==> src/rtl/cp0_exc_ctrl.sv <==
// cp0_exc_ctrl: exception/interrupt sequencer sitting in front of the CP0
// register file. It synchronises the external interrupt lines, picks the
// highest-priority event from the memory stage, and issues a one-cycle
// exception command to CP0. It then drives the pipeline flush and redirect PC
// and ignores new events until the flush window has elapsed.
module cp0_exc_ctrl #(
  parameter logic [31:0] EXC_VECTOR   = 32'h00000020,
  parameter int unsigned FLUSH_CYCLES = 2
) (
  input  logic        clk,
  input  logic        rst,
  input  logic [5:0]  int_raw_i,
  output logic [5:0]  int_sync_o,
  input  logic        mem_valid_i,
  input  logic        exc_invalid_i,
  input  logic        exc_syscall_i,
  input  logic        exc_trap_i,
  input  logic        exc_eret_i,
  input  logic [31:0] inst_addr_i,
  input  logic        in_delayslot_i,
  input  logic [31:0] status_i,
  input  logic [31:0] cause_i,
  input  logic [31:0] epc_i,
  output logic [31:0] excepttype_o,
  output logic [31:0] cp0_inst_addr_o,
  output logic        cp0_delayslot_o,
  output logic        flush_o,
  output logic [31:0] new_pc_o,
  output logic        busy_o
);

  localparam logic [31:0] CODE_NONE    = 32'h0000_0000;
  localparam logic [31:0] CODE_INT     = 32'h0000_0001;
  localparam logic [31:0] CODE_SYSCALL = 32'h0000_0008;
  localparam logic [31:0] CODE_INVALID = 32'h0000_000a;
  localparam logic [31:0] CODE_TRAP    = 32'h0000_000d;
  localparam logic [31:0] CODE_ERET    = 32'h0000_000e;

  // The counter reloads with FLUSH_CYCLES-1 so that flush spans FLUSH_CYCLES cycles.
  localparam logic [3:0] CNT_INIT = 4'(FLUSH_CYCLES - 1);

  typedef enum logic {
    IDLE  = 1'b0,
    FLUSH = 1'b1
  } state_t;

  // Fixed-priority pick of one event; lower-priority flags are dropped.
  function automatic logic [31:0] pick_code(
    input logic pend,
    input logic invalid,
    input logic syscall,
    input logic trap,
    input logic eret
  );
    logic [31:0] code;
    if (pend) begin
      code = CODE_INT;
    end else if (invalid) begin
      code = CODE_INVALID;
    end else if (syscall) begin
      code = CODE_SYSCALL;
    end else if (trap) begin
      code = CODE_TRAP;
    end else if (eret) begin
      code = CODE_ERET;
    end else begin
      code = CODE_NONE;
    end
    return code;
  endfunction

  state_t      state_r, state_nx;
  logic [3:0]  cnt_r, cnt_nx;
  logic [5:0]  sync1_r, sync2_r;
  logic [31:0] exctype_r, exctype_nx;
  logic [31:0] addr_r, addr_nx;
  logic        ds_r, ds_nx;
  logic        flush_r, flush_nx;
  logic [31:0] pc_r, pc_nx;
  logic        int_pend_s;
  logic [31:0] code_s;
  logic        unused_s;

  // Only IE, EXL and the interrupt-mask/pending fields matter here.
  assign unused_s = ^{status_i[31:16], status_i[7:2], cause_i[31:16], cause_i[7:0]};

  // An interrupt is pending when IE=1, EXL=0 and some enabled line is pending.
  assign int_pend_s = status_i[0] & ~status_i[1] & (|(cause_i[15:8] & status_i[15:8]));
  assign code_s     = pick_code(int_pend_s, exc_invalid_i, exc_syscall_i, exc_trap_i, exc_eret_i);

  // Two-flop synchroniser per interrupt line, free-running in every state.
  always_ff @(posedge clk or posedge rst) begin
    if (rst) begin
      sync1_r <= 6'd0;
      sync2_r <= 6'd0;
    end else begin
      sync1_r <= int_raw_i;
      sync2_r <= sync1_r;
    end
  end

  // Next-state and next-output logic for the IDLE/FLUSH sequencer.
  always_comb begin
    state_nx   = state_r;
    cnt_nx     = cnt_r;
    exctype_nx = CODE_NONE;
    addr_nx    = addr_r;
    ds_nx      = ds_r;
    flush_nx   = flush_r;
    pc_nx      = pc_r;
    case (state_r)
      IDLE: begin
        if (mem_valid_i && (code_s != CODE_NONE)) begin
          exctype_nx = code_s;
          addr_nx    = inst_addr_i;
          ds_nx      = in_delayslot_i;
          pc_nx      = (code_s == CODE_ERET) ? epc_i : EXC_VECTOR;
          flush_nx   = 1'b1;
          cnt_nx     = CNT_INIT;
          state_nx   = FLUSH;
        end else begin
          flush_nx   = 1'b0;
        end
      end
      FLUSH: begin
        // Inputs here belong to flushed instructions, and EXL needs a cycle to settle.
        if (cnt_r == 4'd0) begin
          flush_nx = 1'b0;
          state_nx = IDLE;
        end else begin
          cnt_nx   = cnt_r - 4'd1;
        end
      end
      default: begin
        flush_nx = 1'b0;
        state_nx = IDLE;
      end
    endcase
  end

  // Sequencer state and registered outputs; reset aborts any flush at once.
  always_ff @(posedge clk or posedge rst) begin
    if (rst) begin
      state_r   <= IDLE;
      cnt_r     <= 4'd0;
      exctype_r <= CODE_NONE;
      addr_r    <= 32'd0;
      ds_r      <= 1'b0;
      flush_r   <= 1'b0;
      pc_r      <= 32'd0;
    end else begin
      state_r   <= state_nx;
      cnt_r     <= cnt_nx;
      exctype_r <= exctype_nx;
      addr_r    <= addr_nx;
      ds_r      <= ds_nx;
      flush_r   <= flush_nx;
      pc_r      <= pc_nx;
    end
  end

  assign int_sync_o      = sync2_r;
  assign excepttype_o    = exctype_r;
  assign cp0_inst_addr_o = addr_r;
  assign cp0_delayslot_o = ds_r;
  assign flush_o         = flush_r;
  assign new_pc_o        = pc_r;
  assign busy_o          = (state_r != IDLE);

endmodule

==> config.mk <==
export PLATFORM = sky130hd
export DESIGN_NAME = cp0_exc_ctrl
export DESIGN_NICKNAME = d
export VERILOG_FILES = /design/src/rtl/cp0_exc_ctrl.sv
export SDC_FILE = /design/constraint.sdc
export NUM_CORES = 1
export LEC_CHECK = 0
export BUFFER_PORTS_ARGS = -buffer_cell sky130_fd_sc_hd__buf_2
export CAP_MARGIN = 20
export CORE_MARGIN = 4
export CORE_UTILIZATION = 46
export DETAILED_ROUTE_END_ITERATION = 16
export PLACE_DENSITY = 0.92
export SYNTH_ARGS = -nofsm -noshare
export SYNTH_HDL_FRONTEND = slang
export SYNTH_SLANG_ARGS = --single-unit
==> constraint.sdc <==
create_clock -name clk -period 3.6 [get_ports clk]
set_clock_uncertainty 0.15 [all_clocks]
set_input_delay 0.18 -clock clk [delete_from_list [all_inputs] [get_ports clk]]
set_output_delay 0.18 -clock clk [all_outputs]
set_load 0.005 [all_outputs]
* Yosys cells after proc, flatten, opt, wreduce, memory -nomap -nowiden
Cells that the tools add are included.
** Storage, ports and cells
- Flip-flop bits (word level) :: 115
- Output and inout bits :: 105
** Operators by class
- $add $sub $neg :: 1
- Equal/unequal tests :: 4
- Multiplexer cells :: 16
- Bitwise logic cells :: 5
- Reductions and logical operators :: 6
** Operators with widths (number)
- two-way mux 32 bit :: 4
- equality test 32 x 4 -> 1 bit (second input constant) :: 1
- nonzero test 32 bit :: 1
- two-way mux 4 bit :: 6
- AND 8 bit :: 1
- one-hot mux 4 bit (2 select lines) :: 1
- OR reduction 8 bit :: 1
- zero test 4 bit :: 1
- inequality test 2 bit (second input constant) :: 2
- one-hot mux 1 bit (2 select lines) :: 2
- AND reduction 2 bit :: 2
- subtractor 4 x 1 -> 4 bit (second input constant) :: 1
- two-way mux 1 bit :: 3
- AND 1 bit :: 2
- inequality test 2 x 1 -> 1 bit (second input constant) :: 1
- inverter 1 bit :: 2
- logical AND 1 bit :: 1

* Longest topological paths before layout
- Depth in word-level cells :: 9
- Depth in mapped cells :: 7
- Depth with buffers taken out :: 6

* Worst setup path before layout
No wires, ideal clock.
- Path kind :: flip-flop to flip-flop
- Start point :: reg cnt_r[1]
- End point :: reg cnt_r[0]
- Arrival time :: 1.581 ns
- Required time :: 3.321 ns
- Setup slack :: 1.739 ns
- Stages on the path, launching flop included :: 6
- Path buffers :: 0
- Cells stage by stage :: dfrtp_1 -> inv_1 -> ha_1 -> or3b_2 -> and2_1 -> o41a_1
** Between the ends
- Longest elaborated chain between the ends :: 3
** RTL lines
- start: declaration :: RTL line 73 : logic [3:0] cnt_r, cnt_nx;
- start signal: assignment :: RTL line 153 : cnt_r <= cnt_nx;
- zero test 4 bit :: RTL line 127 : if (cnt_r == 4'd0) begin
- inequality test 2 bit (no source line)
- AND reduction 2 bit (no source line)
Every way passes these cells.
A chain may end at the register's enable or synchronous reset.

* Final worst setup path
- Start point :: reg state_r, in the netlist busy_o
- End point :: reg cnt_r[0]
** Between the ends
- Longest elaborated chain between the ends :: 3
** RTL lines
- start: declaration :: RTL line 72 : state_t state_r, state_nx;
- start signal: assignment :: RTL line 152 : state_r <= state_nx;
- inverter 1 bit (no source line)
- inequality test 2 bit (no source line)
- AND reduction 2 bit (no source line)
Parallel ways exist; a longest one is shown, timed or not.

==> run metrics <==
status=finished clean; relative slew slack=0.385; Routed WL=15700 µm; CP Max Fanout=38; Final setup viols=0; GR met1 Demand/Resource=0.322; Vias/cell=5.81; Fin Hold WS=0.0204 ns; share of cells above drive strength 1=0.281; Die W=110 µm; Synth Area in Adders=0.00259; clock slew seen by the registers of the worst setup and hold paths=0.10 ns; largest family of logic cells by synthesized area=simple AND/OR/NAND/NOR gates; Syn Std Cell Area=4830 µm²; Period Utilization, post-route=0.587; vias in the first global route=4985; Total Die Area=12200 µm²; cell count after synthesis=556; fmax=473 MHz; total clock sinks=87; CTS H-Tree Depth=3; main flop type after synthesis=dfrtp_1; Tmin final=2.11 ns; largest net degree at the start of global routing=71; commonest cells after routing, fill and taps aside=172 x buf_2, 130 x nand3_1, 87 x dfrtp_1; Post-Synth XOR/XNOR Area=0; antenna violation net count after detailed routing=0; grt total ovfl=0; area delta synth->final=36.0%; busiest layer in global routing=met2; final core occ=0.640; TNS Setup=0 ns; DRT iter0 DRCs=775; critical path capture point type=flip-flop; # rows=37; GR Util met3=0.0471; Total GRT Usage=0.249; Synth Area in Compound Gates=0.123; type of the worst min-delay path=in -> reg; CORE AREA=10300 µm²; Skew-Pair Late Insertion Delay=0.35 ns; PwrDens=530 nW/µm²; Avg Synthesized Cell Area=8.69 µm²; commonest non-fill, non-tap cell in the layout=buf_2; Die Y=110 µm; GR Util met2=0.406; post-synthesis mux area share=0.00414; RSZ-0062 raised after global routing=no; initial antenna violation count=0; Max Root-Sink Buffers=2; ys async rst share=1.00; crit path kind=reg -> reg; Starting Density=0.470; EDFF count, synth=0; Max IR drop VDD=0.000262 V; first-pass GRT wire length=25600 µm; routability congestion estimate=0.823; routed len/inst=17.3 µm; Cell variety after synth=41; crit start category=flip-flop; nets@finish=910; synth warn=0; simple-gate share of the synthesized area=0.314; Max Slew Vio Count=0; Port Buf Inserts=172; CTS tree=yes; Critical Path RT=3.69 ns; Vias=5271; drt first pass iters=6; Post-CTS Setup Inserts=0; Leak=0.00309 µW; Fillers=828; Seq cells post-synth=87; final hold violation count=0; Root Driver=clkbuf_8; WP data arrival=2.21 ns; I/O pin total=247; sequential area share after synthesis=0.451; drt drc=0; HPWL Detailed=9040 µm; max_cap viols=0; Worst Max-Slew Pin Slew=0.922 ns; cts bufs inserted=9; diode count=0
[area by class of cell]
| cell class | instances | area (µm²) | area share |
|---|---|---|---|
| multi-input cells | 406 | 2270 | 0.345 |
| flip-flops and latches | 87 | 2180 | 0.331 |
| repair buffers | 259 | 1730 | 0.263 |
| well taps | 136 | 170 | 0.0259 |
| clock buffers | 10 | 138 | 0.0209 |
| clock inverters | 6 | 75.1 | 0.0114 |
| inverters | 4 | 16.3 | 0.00247 |
[report_power, final]
part           internal [µW]  leakage [µW]  switching, µW
logic                    620       0.00188            651
clock network            351      0.000105            380
registers               1230       0.00111            251
total                   2200       0.00309           1280
[cells in the mapped netlist (2+ instances only)]
| library cell | count | area [µm²] |
|---|---|---|
| a22oi_1 | 6 | 45.0 |
| nand2_1 | 70 | 263 |
| o21ai_0 | 2 | 10.0 |
| nor2_1 | 5 | 18.8 |
| nor2b_1 | 2 | 12.5 |
| buf_4 | 29 | 218 |
| inv_1 | 4 | 15.0 |
| o22ai_1 | 31 | 194 |
| nor3_1 | 3 | 15.0 |
| buf_1 | 6 | 22.5 |
| and2_1 | 4 | 25.0 |
| buf_6 | 6 | 67.6 |
| nand3_1 | 130 | 651 |
| dfrtp_1 | 87 | 2180 |
| buf_2 | 15 | 75.1 |
| nand3b_1 | 2 | 15.0 |
| o211ai_1 | 33 | 248 |
| mux2i_1 | 2 | 20.0 |
| and3_1 | 33 | 206 |
| a21oi_1 | 3 | 15.0 |
| nand4_1 | 34 | 213 |
| clkbuf_1 | 30 | 113 |
[state kept, by name (all words and copies together), names as in the netlist]
signal           count
cp0_delayslot_o      1
sync1_r              6
busy_o               1
int_sync_o           6
cp0_inst_addr_o     32
flush_o              1
new_pc_o            32
cnt_r                4
excepttype_o         4
[worst max-delay path, stage by stage (launching register included)]
cell and delay (ns):
dfrtp_1 0.58, nand2b_2 0.26, buf_4 0.42, nor2_1 0.17, o41a_1 0.41
[metal layers]
metal	vias to the layer above	wire length, µm
li1	2400	-
met1	2475	5980
met2	350	7890
met3	46	1380
met4	0	473
met5	-	0
[repair_timing]
item                                    4_1_cts  5_1_grt
endpoints found under the setup margin        0        0
hold endpoints to repair                     98        0
hold buffers                                 71        0
resized for setup                             0        0
[path summary, 6_finish.rpt]
kind	from	end	slack [ns]	depth (start not counted)
max reg2reg	busy_o	cnt_r[0]	1.49	4
max	busy_o	cnt_r[0]	1.49	4
min reg2reg	sync1_r[5]	int_sync_o[5]	0.21	0
max in group asynchronous	rst	cnt_r[2]	2.20	4
min in group asynchronous	rst	new_pc_o[0]	0.24	3
min	epc_i[5]	new_pc_o[5]	0.02	3
[cells by family (layout without fill, tap and decap cells)]
group,Yosys count,in the layout
other,1,28
buffers and inverters,90,279
flip-flops,87,87
multiplexers,2,2
AO/OA/AOI/OAI,82,82
AND/OR/NAND/NOR,293,293
adder cells (fa/ha/maj),1,1
[per-stage QoR]
stage | cells | cell area, µm² | power [µW] | setup WS (ns)
floorplan | 583 | 4930 | 2220 | 1.02
global placement | 819 | 5600 | 2630 | 1.34
detailed placement | 819 | 5600 | 2680 | 1.31
CTS | 906 | 6520 | 3470 | 1.50
global route | 908 | 6570 | 3710 | 1.37
finish | 908 | 6570 | 3490 | 1.49
Note: power is estimated with default switching activity, not from simulation.
